### src/rtl/enigma_pkg.sv
// Shared types and constants for the Enigma serial output stage.
// Holds letter width, ASCII codes used by the transmitter and the
// transmitter FSM state encoding.
package enigma_pkg;

    localparam int unsigned LETTER_W    = 5;
    localparam int unsigned LAST_LETTER = 25;

    localparam logic [7:0] ASCII_A     = 8'h41;
    localparam logic [7:0] ASCII_QMARK = 8'h3F;
    localparam logic [7:0] ASCII_SPACE = 8'h20;

    typedef enum logic [2:0] {
        IDLE,
        START,
        DATA,
        STOP,
        SPACE
    } tx_state_t;

endpackage

### src/rtl/enigma_uart_tx_if.sv
// Letter handshake between the Enigma core (master) and the UART
// transmitter (slave).
//   in_valid  : core presents a letter
//   in_ready  : transmitter can accept a letter
//   in_letter : letter index, 0 = 'A'
interface enigma_uart_tx_if;
    import enigma_pkg::*;

    logic                in_valid;
    logic                in_ready;
    logic [LETTER_W-1:0] in_letter;

    modport master (output in_valid, output in_letter, input in_ready);
    modport slave  (input in_valid, input in_letter, output in_ready);

endinterface

### src/rtl/enigma_bit_timer.sv
// Baud counter for the UART transmitter.
//   clk, rst_n : clock, async active-low reset
//   clear      : restart the bit period (counter back to 0)
//   bit_done   : one-cycle pulse while count = CLKS_PER_BIT-1
// bit_done is registered: it is set one cycle early, when the counter
// sits at CLKS_PER_BIT-2, so it lines up with the final count.
module enigma_bit_timer #(
    parameter int unsigned CLKS_PER_BIT = 434
) (
    input  logic clk,
    input  logic rst_n,
    input  logic clear,
    output logic bit_done
);

    localparam int unsigned CNT_W = (CLKS_PER_BIT > 1) ? $clog2(CLKS_PER_BIT) : 1;
    localparam logic [CNT_W-1:0] CNT_MAX = CNT_W'(CLKS_PER_BIT - 1);
    localparam logic [CNT_W-1:0] CNT_PRE = CNT_W'(CLKS_PER_BIT - 2);

    logic [CNT_W-1:0] cnt;

    // Free-running bit period counter, wraps on its own at the end of a bit
    always_ff @(posedge clk or negedge rst_n) begin
        if (!rst_n) begin
            cnt      <= '0;
            bit_done <= 1'b0;
        end else begin
            if (clear || cnt == CNT_MAX) begin
                cnt <= '0;
            end else begin
                cnt <= cnt + CNT_W'(1);
            end
            bit_done <= !clear && (cnt == CNT_PRE);
        end
    end

endmodule

### src/rtl/enigma_uart_tx.sv
// Enigma ciphertext UART transmitter: accepts a letter index over a
// valid/ready handshake, maps it to uppercase ASCII ('?' for 26-31) and
// sends it as an 8N1 frame.
//   clk, rst_n : clock, async active-low reset
//   bus        : letter handshake (slave side)
//   tx         : UART line, idle high
//   busy       : frame in progress
// Optional feature macro ENIGMA_TX_GROUP5_EN: after every 5th letter a
// space (0x20) frame is sent, giving classic 5-letter groups.
module enigma_uart_tx
    import enigma_pkg::*;
#(
    parameter int unsigned CLKS_PER_BIT = 434
) (
    input  logic             clk,
    input  logic             rst_n,
    enigma_uart_tx_if.slave  bus,
    output logic             tx,
    output logic             busy
);

    tx_state_t   state_q, state_d;
    logic [3:0]  bit_cnt_q, bit_cnt_d;
    logic [7:0]  char_q, char_d;
    logic        tx_d;
    logic        in_ready_q;
    logic        timer_clear;
    logic        bit_done;
    logic [2:0]  space_idx;

`ifdef ENIGMA_TX_GROUP5_EN
    logic [2:0]  grp_q, grp_d;
`endif

    function automatic logic [7:0] to_ascii(input logic [LETTER_W-1:0] letter);
        if (letter <= LETTER_W'(LAST_LETTER)) begin
            return ASCII_A + 8'(letter);
        end
        return ASCII_QMARK;
    endfunction

    enigma_bit_timer #(
        .CLKS_PER_BIT (CLKS_PER_BIT)
    ) u_bit_timer (
        .clk      (clk),
        .rst_n    (rst_n),
        .clear    (timer_clear),
        .bit_done (bit_done)
    );

    assign bus.in_ready = in_ready_q;

    // Next state, counters and next line level
    always_comb begin
        state_d   = state_q;
        bit_cnt_d = bit_cnt_q;
        char_d    = char_q;
        tx_d      = 1'b1;
        space_idx = 3'd0;
`ifdef ENIGMA_TX_GROUP5_EN
        grp_d     = grp_q;
`endif

        case (state_q)
            IDLE: begin
                if (bus.in_valid) begin
                    state_d = START;
                    char_d  = to_ascii(bus.in_letter);
`ifdef ENIGMA_TX_GROUP5_EN
                    grp_d   = (grp_q == 3'd4) ? 3'd0 : grp_q + 3'd1;
`endif
                end
            end
            START: begin
                if (bit_done) state_d = DATA;
            end
            DATA: begin
                if (bit_done) begin
                    if (bit_cnt_q == 4'd7) state_d = STOP;
                    else bit_cnt_d = bit_cnt_q + 4'd1;
                end
            end
            STOP: begin
                if (bit_done) begin
`ifdef ENIGMA_TX_GROUP5_EN
                    // Counter wrapped to 0 on the 5th accepted letter
                    state_d = (grp_q == 3'd0) ? SPACE : IDLE;
`else
                    state_d = IDLE;
`endif
                end
            end
`ifdef ENIGMA_TX_GROUP5_EN
            // Whole space frame in one state: bit_cnt 0 = start, 1-8 data, 9 stop
            SPACE: begin
                if (bit_done) begin
                    if (bit_cnt_q == 4'd9) state_d = IDLE;
                    else bit_cnt_d = bit_cnt_q + 4'd1;
                end
            end
`endif
            default: state_d = IDLE;
        endcase

        if (state_d != state_q) bit_cnt_d = 4'd0;

        timer_clear = (state_d != state_q) || (state_q == IDLE);

        // Line level for the coming cycle, so tx can be a plain flop
        case (state_d)
            START: tx_d = 1'b0;
            DATA:  tx_d = char_q[bit_cnt_d[2:0]];
`ifdef ENIGMA_TX_GROUP5_EN
            SPACE: begin
                space_idx = 3'(bit_cnt_d - 4'd1);
                if (bit_cnt_d == 4'd0)      tx_d = 1'b0;
                else if (bit_cnt_d == 4'd9) tx_d = 1'b1;
                else                        tx_d = ASCII_SPACE[space_idx];
            end
`endif
            default: tx_d = 1'b1;
        endcase
    end

    // State and registered outputs
    always_ff @(posedge clk or negedge rst_n) begin
        if (!rst_n) begin
            state_q    <= IDLE;
            bit_cnt_q  <= 4'd0;
            char_q     <= 8'd0;
            tx         <= 1'b1;
            busy       <= 1'b0;
            in_ready_q <= 1'b1;
        end else begin
            state_q    <= state_d;
            bit_cnt_q  <= bit_cnt_d;
            char_q     <= char_d;
            tx         <= tx_d;
            busy       <= (state_d != IDLE);
            in_ready_q <= (state_d == IDLE);
        end
    end

`ifdef ENIGMA_TX_GROUP5_EN
    // Letters accepted modulo 5
    always_ff @(posedge clk or negedge rst_n) begin
        if (!rst_n) grp_q <= 3'd0;
        else        grp_q <= grp_d;
    end
`endif

endmodule

### src/flat_wrapper.sv
// flat-port wrapper written by rule: the top's interface ports become plain ports
module enigma_uart_tx_flat import enigma_pkg::*;
#(
    parameter int unsigned CLKS_PER_BIT = 434
)
  (clk, rst_n, tx, busy, bus_in_valid, bus_in_letter, bus_in_ready);
  enigma_uart_tx_if bus_i ();
  input  logic clk;
  input  logic rst_n;
  output logic tx;
  output logic busy;
  input wire logic [$bits(bus_i.in_valid)-1:0] bus_in_valid;
  input wire logic [$bits(bus_i.in_letter)-1:0] bus_in_letter;
  output wire logic [$bits(bus_i.in_ready)-1:0] bus_in_ready;
  assign bus_i.in_valid = bus_in_valid;
  assign bus_i.in_letter = bus_in_letter;
  assign bus_in_ready = bus_i.in_ready;
  enigma_uart_tx #(.CLKS_PER_BIT(CLKS_PER_BIT)) u_core (.clk(clk), .rst_n(rst_n), .bus(bus_i), .tx(tx), .busy(busy));
endmodule
### config.mk
export PLATFORM = sky130hd
export DESIGN_NAME = enigma_uart_tx_flat
export DESIGN_NICKNAME = d
export VERILOG_FILES = /design/src/rtl/enigma_pkg.sv /design/src/rtl/enigma_uart_tx_if.sv /design/src/rtl/enigma_bit_timer.sv /design/src/rtl/enigma_uart_tx.sv /design/src/flat_wrapper.sv
export SDC_FILE = /design/constraint.sdc
export NUM_CORES = 1
export LEC_CHECK = 0
export CORE_ASPECT_RATIO = 2
export CORE_MARGIN = 2
export CORE_UTILIZATION = 45
export CTS_CLUSTER_SIZE = 16
export DETAILED_ROUTE_END_ITERATION = 8
export SYNTH_ARGS = -nofsm -noshare
export SYNTH_HDL_FRONTEND = slang
export SYNTH_HIERARCHICAL = 1
export SYNTH_SLANG_ARGS = --single-unit
### constraint.sdc
create_clock -name clk -period 2.5 [get_ports clk]
set_input_delay 0.5 -clock clk [delete_from_list [all_inputs] [get_ports clk]]
set_output_delay 0.5 -clock clk [all_outputs]
set_load 0.05 [all_outputs]
-- Word level (Yosys, flattened, before mapping)
Cells that the tools add are included.
- bits in registers: 28
- word-level logic and storage cells: 54
- bits in latches: 0
- output and inout port bits: 3
- memory bits (read-only): 0
- memory bits (writable): 0
- input port bits: 8
- memories: 0
- $lt $le $gt $ge: 2
- divide/modulo/power cells: 0
- shifts and indexed selects: 0
- multipliers: 0
- add/subtract/negate cells: 3
- muxes and demuxes: 19
- reduce and logical (&&, ||, !) cells: 11
- bitwise gates (word level): 0
- equal/unequal tests: 10
- operator list (operator ; number):
    9-bit == test (second input constant) ; 2
    4-bit 2-to-1 mux ; 4
    8-bit 2-to-1 mux ; 2
    3-bit 2-to-1 mux ; 5
    3-bit one-hot mux with 4 select lines ; 1
    9-bit by 1-bit adder with 9-bit output (second input constant) ; 1
    3-bit by 2-bit == test with 1-bit output (second input constant) ; 3
    9-bit 2-to-1 mux ; 1
    7-bit by 5-bit adder with 8-bit output (first input constant) ; 1
    3-bit by 1-bit == test with 1-bit output (second input constant) ; 2
    3-bit logical NOT ; 2
    5-bit less-or-equal comparator (second input constant) ; 1
    4-bit by 1-bit adder with 4-bit output (second input constant) ; 1
    4-bit by 3-bit == test with 1-bit output (second input constant) ; 1
    3-bit by 4-bit less-than comparator with 1-bit output (second input constant) ; 1
    1-bit 2-to-1 mux ; 4
    2-bit nonzero test ; 2
    1-bit binary-select mux with 3-bit select ; 1
    3-bit inequality test ; 1
    3-bit AND reduction ; 1
    3-bit nonzero test ; 1
    1-bit logical OR ; 2
    2-bit inequality test (second input constant) ; 1
    1-bit one-hot mux with 2 select lines ; 1
    other kinds (3) ; 3

-- Logic depth before layout (Yosys ltp)
- word-level depth: 9
- gate-level depth with buffers: 7
- gate-level depth less buffers: 7

-- By module
Netlist, hierarchy kept.
- by module, submodules not included (module ; cells each ; sequential area each (um2) ; times used ; area an instance (um2)):
    enigma_uart_tx ; 100 ; 427.9 ; 1 ; 974.7
    enigma_bit_timer ; 49 ; 250.2 ; 1 ; 511.7

-- Worst setup path before layout
Ideal clock, no wire load.
- path type: register to register
- start point: register u_core.bit_cnt_q[0]
- end point: register u_core.tx
- data arrival time: 1702 ps
- cell stages (with the launch flop): 8
- period minus slack after synthesis: 1799 ps
- setup time: 97 ps
- path buffers: 0
- required time: 2403 ps
- setup slack: 701 ps
- cell sequence: dfrtp_1 > ha_1 > nand3b_4 > a31oi_2 > a211oi_4 > nor2_2 > o31a_1 > nor4_1
- word-level cells in the longest chain between the ends: 9
- elaborated cells between the ends (all ways): 15
- classes of those cells: add/sub: 1; eq/ne: 4; mux: 10
- ends and longest elaborated chain (what ; RTL line ; RTL):
    start: declaration ; enigma_uart_tx.sv:23 ; logic [3:0] bit_cnt_q, bit_cnt_d;
    start signal: assignment ; enigma_uart_tx.sv:136 ; bit_cnt_q <= bit_cnt_d;
    4-bit by 3-bit == test with 1-bit output ; enigma_uart_tx.sv:79 ; if (bit_cnt_q == 4'd7) state_d = STOP;
    3-bit 2-to-1 mux ; enigma_uart_tx.sv:79 ;
    3-bit 2-to-1 mux ; enigma_uart_tx.sv:78 ; if (bit_done) begin
    3-bit one-hot mux with 4 select lines ; enigma_uart_tx.sv:64 ; case (state_q)
    3-bit inequality test ; enigma_uart_tx.sv:105 ; if (state_d != state_q) bit_cnt_d = 4'd0;
    4-bit 2-to-1 mux * ; enigma_uart_tx.sv:105 ;
    net u_core.bit_cnt_d[0] ; enigma_uart_tx.sv:23 ;
    1-bit binary-select mux with 3-bit select * ; enigma_uart_tx.sv:112 ; DATA: tx_d = char_q[bit_cnt_d[2:0]];
    1-bit 2-to-1 mux (not written as such) * ; enigma_uart_tx.sv:112 ;
    1-bit one-hot mux with 2 select lines * ; enigma_uart_tx.sv:110 ; case (state_d)
    net u_core.tx_d ; enigma_uart_tx.sv:25 ; logic tx_d;
    end signal: assignment ; enigma_uart_tx.sv:138 ; tx <= tx_d;
    end: declaration ; enigma_uart_tx.sv:18 ; output logic tx,
The timed path passes the listed nets; every way through them passes the cells marked *. The select of a mux whose other input is x is not followed.
A chain may end at the register's enable or synchronous reset.

-- Worst setup path after layout
- start point: register u_core.tx
- end point: output port tx
- RTL lines (what ; RTL line ; RTL):
    end: declaration ; flat_wrapper.sv:10 ; output logic tx;
No word-level cell between the ends.

==> summary.md <==
| Metric | Value |
|---|---|
| Worst-path fanout max | 1 |
| DRC violations left | 0 |
| Clock root cell | clkbuf_8 |
| Fin area | 1668 um2 |
| Element type at the critical path end | primary output |
| Syn Std Cell Area | 1486 um2 |
| Worst Setup Path Type | reg2out |
| Setup Viol. Count Final | 0 |
| # port buffers | 10 |
| Final-stage net count | 178 |
| Hold depth | 2 |
| Hold path start | u_core/char_q[3] |
| Worst-Skew Late Latency | 0.27 ns |
| Initial core utilization | 0.4709 |
| RSZ-0062 raised after global routing | no |
| Fin crit share | 0.8345 |
| DR WL/cell | 15.23 um |
| Critical-path cell list | clkdlybuf4s50_1 |
| Worst Max-Slew Pin Slew | 0.4959 ns |
| Hold endpoint | u_core/char_q[3] |
| Vias | 1128 |
| Asr flop ratio synth | 1.000 |
| Reg-to-reg startpoint | u_core/bit_cnt_q[0] |
| Row count | 29 |
| Clock sinks | 27 |
| R2R setup slack | 0.49 ns |
| Average instance area after synthesis | 9.976 um2 |
| Clock Pin Slew Worst Setup and Hold Paths | 0.09 ns |
| Die area | 3807 um2 |
| Commonest cells post-synth | 25 x dfrtp_1, 16 x nor2_1, 11 x inv_1 |
| Layout area overhead | 12.21% |
| Placed inst area | around 1600 um2 |
| Pwr Density | 493.9 nW/um2 |
| Cts repair resizes | 0 |
| Syn Inst Count | about 150 |
| Setup TNS | 0 ns |
| Worst Setup SP | u_core/tx |
| Post-synth net total | 163 |
| Maximum VDD drop | 305.6 uV |
| TritonRoute pass-1 iters | 4 |
| Final hold viol count | 0 |
| Total grt overflow | 0 |
| Delay-heaviest family, CP | buffers and inverters |
| Post-synthesis sequential area ratio | 0.4562 |
| Fin crit period | 2.086 ns |
| Die X | 44.64 um |
| # diodes | 0 |
| Skew final | 0.004492 ns |
| Detail Placement HPWL | 2378 um |
| Count leader, synth | dfrtp_1 |
| Leakage | 0.7305 nW |
| Post-synth top area share | 0.4209 |
| Placeable Area | roughly 3200 um2 |
| Crit path buf inv count | 1 |
| Largest net degree at the start of global routing | 28 |
| Max frequency | 0.4793 GHz |
| Layout cell share with drive strength beyond 1 | 0.1595 |
| Via density | 5.814 |
| Worst Path Arrival | 1.59 ns |
| TritonCTS clock tree | built |
| Slew Viols, Final | 0 |
| Antenna-violating nets left | 0 |
| Worst EP required | about 2 ns |
| TritonCTS buffer count | 3 |
| Slew margin rel. | 0.6683 |
| Synth cell types | 45 |
| H-tree Lvls | 1 |
| Vias in the first global route | 1185 |
| Status | completed |
| Slowest-stage cell, CP | clkdlybuf4s50_1 |
| Hold Path Class | reg2reg |
| Critical Path Source Type | register |
| # IOs | 11 |
| Placer Congestion | 0.8487 |
| Synth top area cells | dfrtp_1 42%, ha_1 5.1%, nor2_1 4.0% |
| Total power | roughly 800 uW |
| Post-CTS setup buffer count | 0 |
| Number of warnings issued by yosys | 6 |
| Total Routing Usage GR | 0.1758 |
| Hold-fix buffer count after cts | 0 |
| Dominant synthesized flop cell | dfrtp_1 |
| Synthesized flop and latch total | 27 |
| Die height | 85.28 um |
| Antenna violations before repair | 0 |
| Number of synthesized flops with an enable pin | 0 |
| CP peak stage delay | 0.79 ns |
| Reg2reg end | u_core/tx |
| Reg2Reg Depth | 7 |
| Yosys top cell by area | dfrtp_1 |
| Clock Path Buffers | 2 |
| Global-route wire length before repair | 5050 um |
| DR iter-0 viols | 12 |
| Max Cap Violations | 0 |
| WL final | 2955 um |
per-stage QoR:
stage / hold WS (ns) / worst slack, ns / cells / util
2_1_floorplan: 0.2044 / 0.7010 / 149 / -
3_5_place_dp: 0.4769 / 0.3120 / 190 / 0.5137
3_3_place_gp: 0.4747 / 0.3631 / 190 / 0.5137
4_1_cts: 0.4988 / 0.3911 / 194 / 0.5283
5_1_grt: 0.5187 / 0.3167 / 194 / 0.5283
6_report: 0.4912 / 0.4138 / 194 / 0.5283
cell type report:
type | instances | area (um2)
Clock inverter | 1 | 5.005
Tap cell | 31 | 38.79
Multi-Input combinational cell | 110 | 755.7
Clock buffer | 3 | 41.29
Sequential cell | 27 | 678.2
Inverter | 11 | 41.29
Fill cell | 307 | 1489
Timing Repair Buffer | 11 | 107.6
cells in the final DEF, fill, tap and decap left out, types with 2 or more instances in the layout:
cell type and n:
nand2_1 8, clkbuf_8 3, nor2_1 16, xor2_1 2, a21oi_1 6, o21ai_0 9, dfrtp_1 25, nand3_1 7
a21oi_2 3, o211ai_1 2, dfstp_2 2, nand2b_1 2, ha_1 6, and3_1 3, a311oi_1 2, inv_1 11
nand4_1 3, nor2_2 2, clkdlybuf4s50_1 10, a31oi_1 4, xnor2_1 4, a31o_2 2, a211oi_1 2, or3_1 5
metal layers:
metal / GRT usage / up-vias / wire, um
met4: 0.09366 / 0 / 82
met1: 0.1680 / 553 / 1032
met2: 0.3333 / 12 / 1795
li1: - / 554 / -
met3: 0.02128 / 9 / 44
met5: 0 / - / 0
worst max path at each step:
stage,end,slack [ns],cells past startpoint
global route,u_core/tx,0.32,7
global placement,u_core/tx,0.36,6
finish,tx,0.41,1
detailed placement,u_core/tx,0.31,7
floorplan,u_core/tx,0.70,7
CTS,tx,0.39,1
cells by family after synthesis:
family / synth area share
mux: 0.006734
xor+xnor: 0.03535
buf+inv: 0.03535
simple gates: 0.2290
flops: 0.4562
fa+ha+maj: 0.05050
compound gates: 0.1843
other cells: 0.002523
where the power goes:
group          leakage, nW  total [mW]  switching (mW)  internal [mW]
clock               0.0255       0.240           0.128          0.112
combinational        0.360       0.105          0.0619         0.0428
sequential           0.345       0.479          0.0169          0.462
total                0.731       0.824           0.207          0.617
state kept, by name, indices dropped and copies added, names as in the netlist:
signal / flops
u_core/bit_cnt_q: 4
u_core/bus.in_ready: 1
u_core/busy: 1
u_core/char_q: 7
u_core/state_q: 3
u_core/tx: 1
u_core/u_bit_timer/bit_done: 1
u_core/u_bit_timer/cnt: 9
Note: power is estimated with default switching activity, not from simulation.
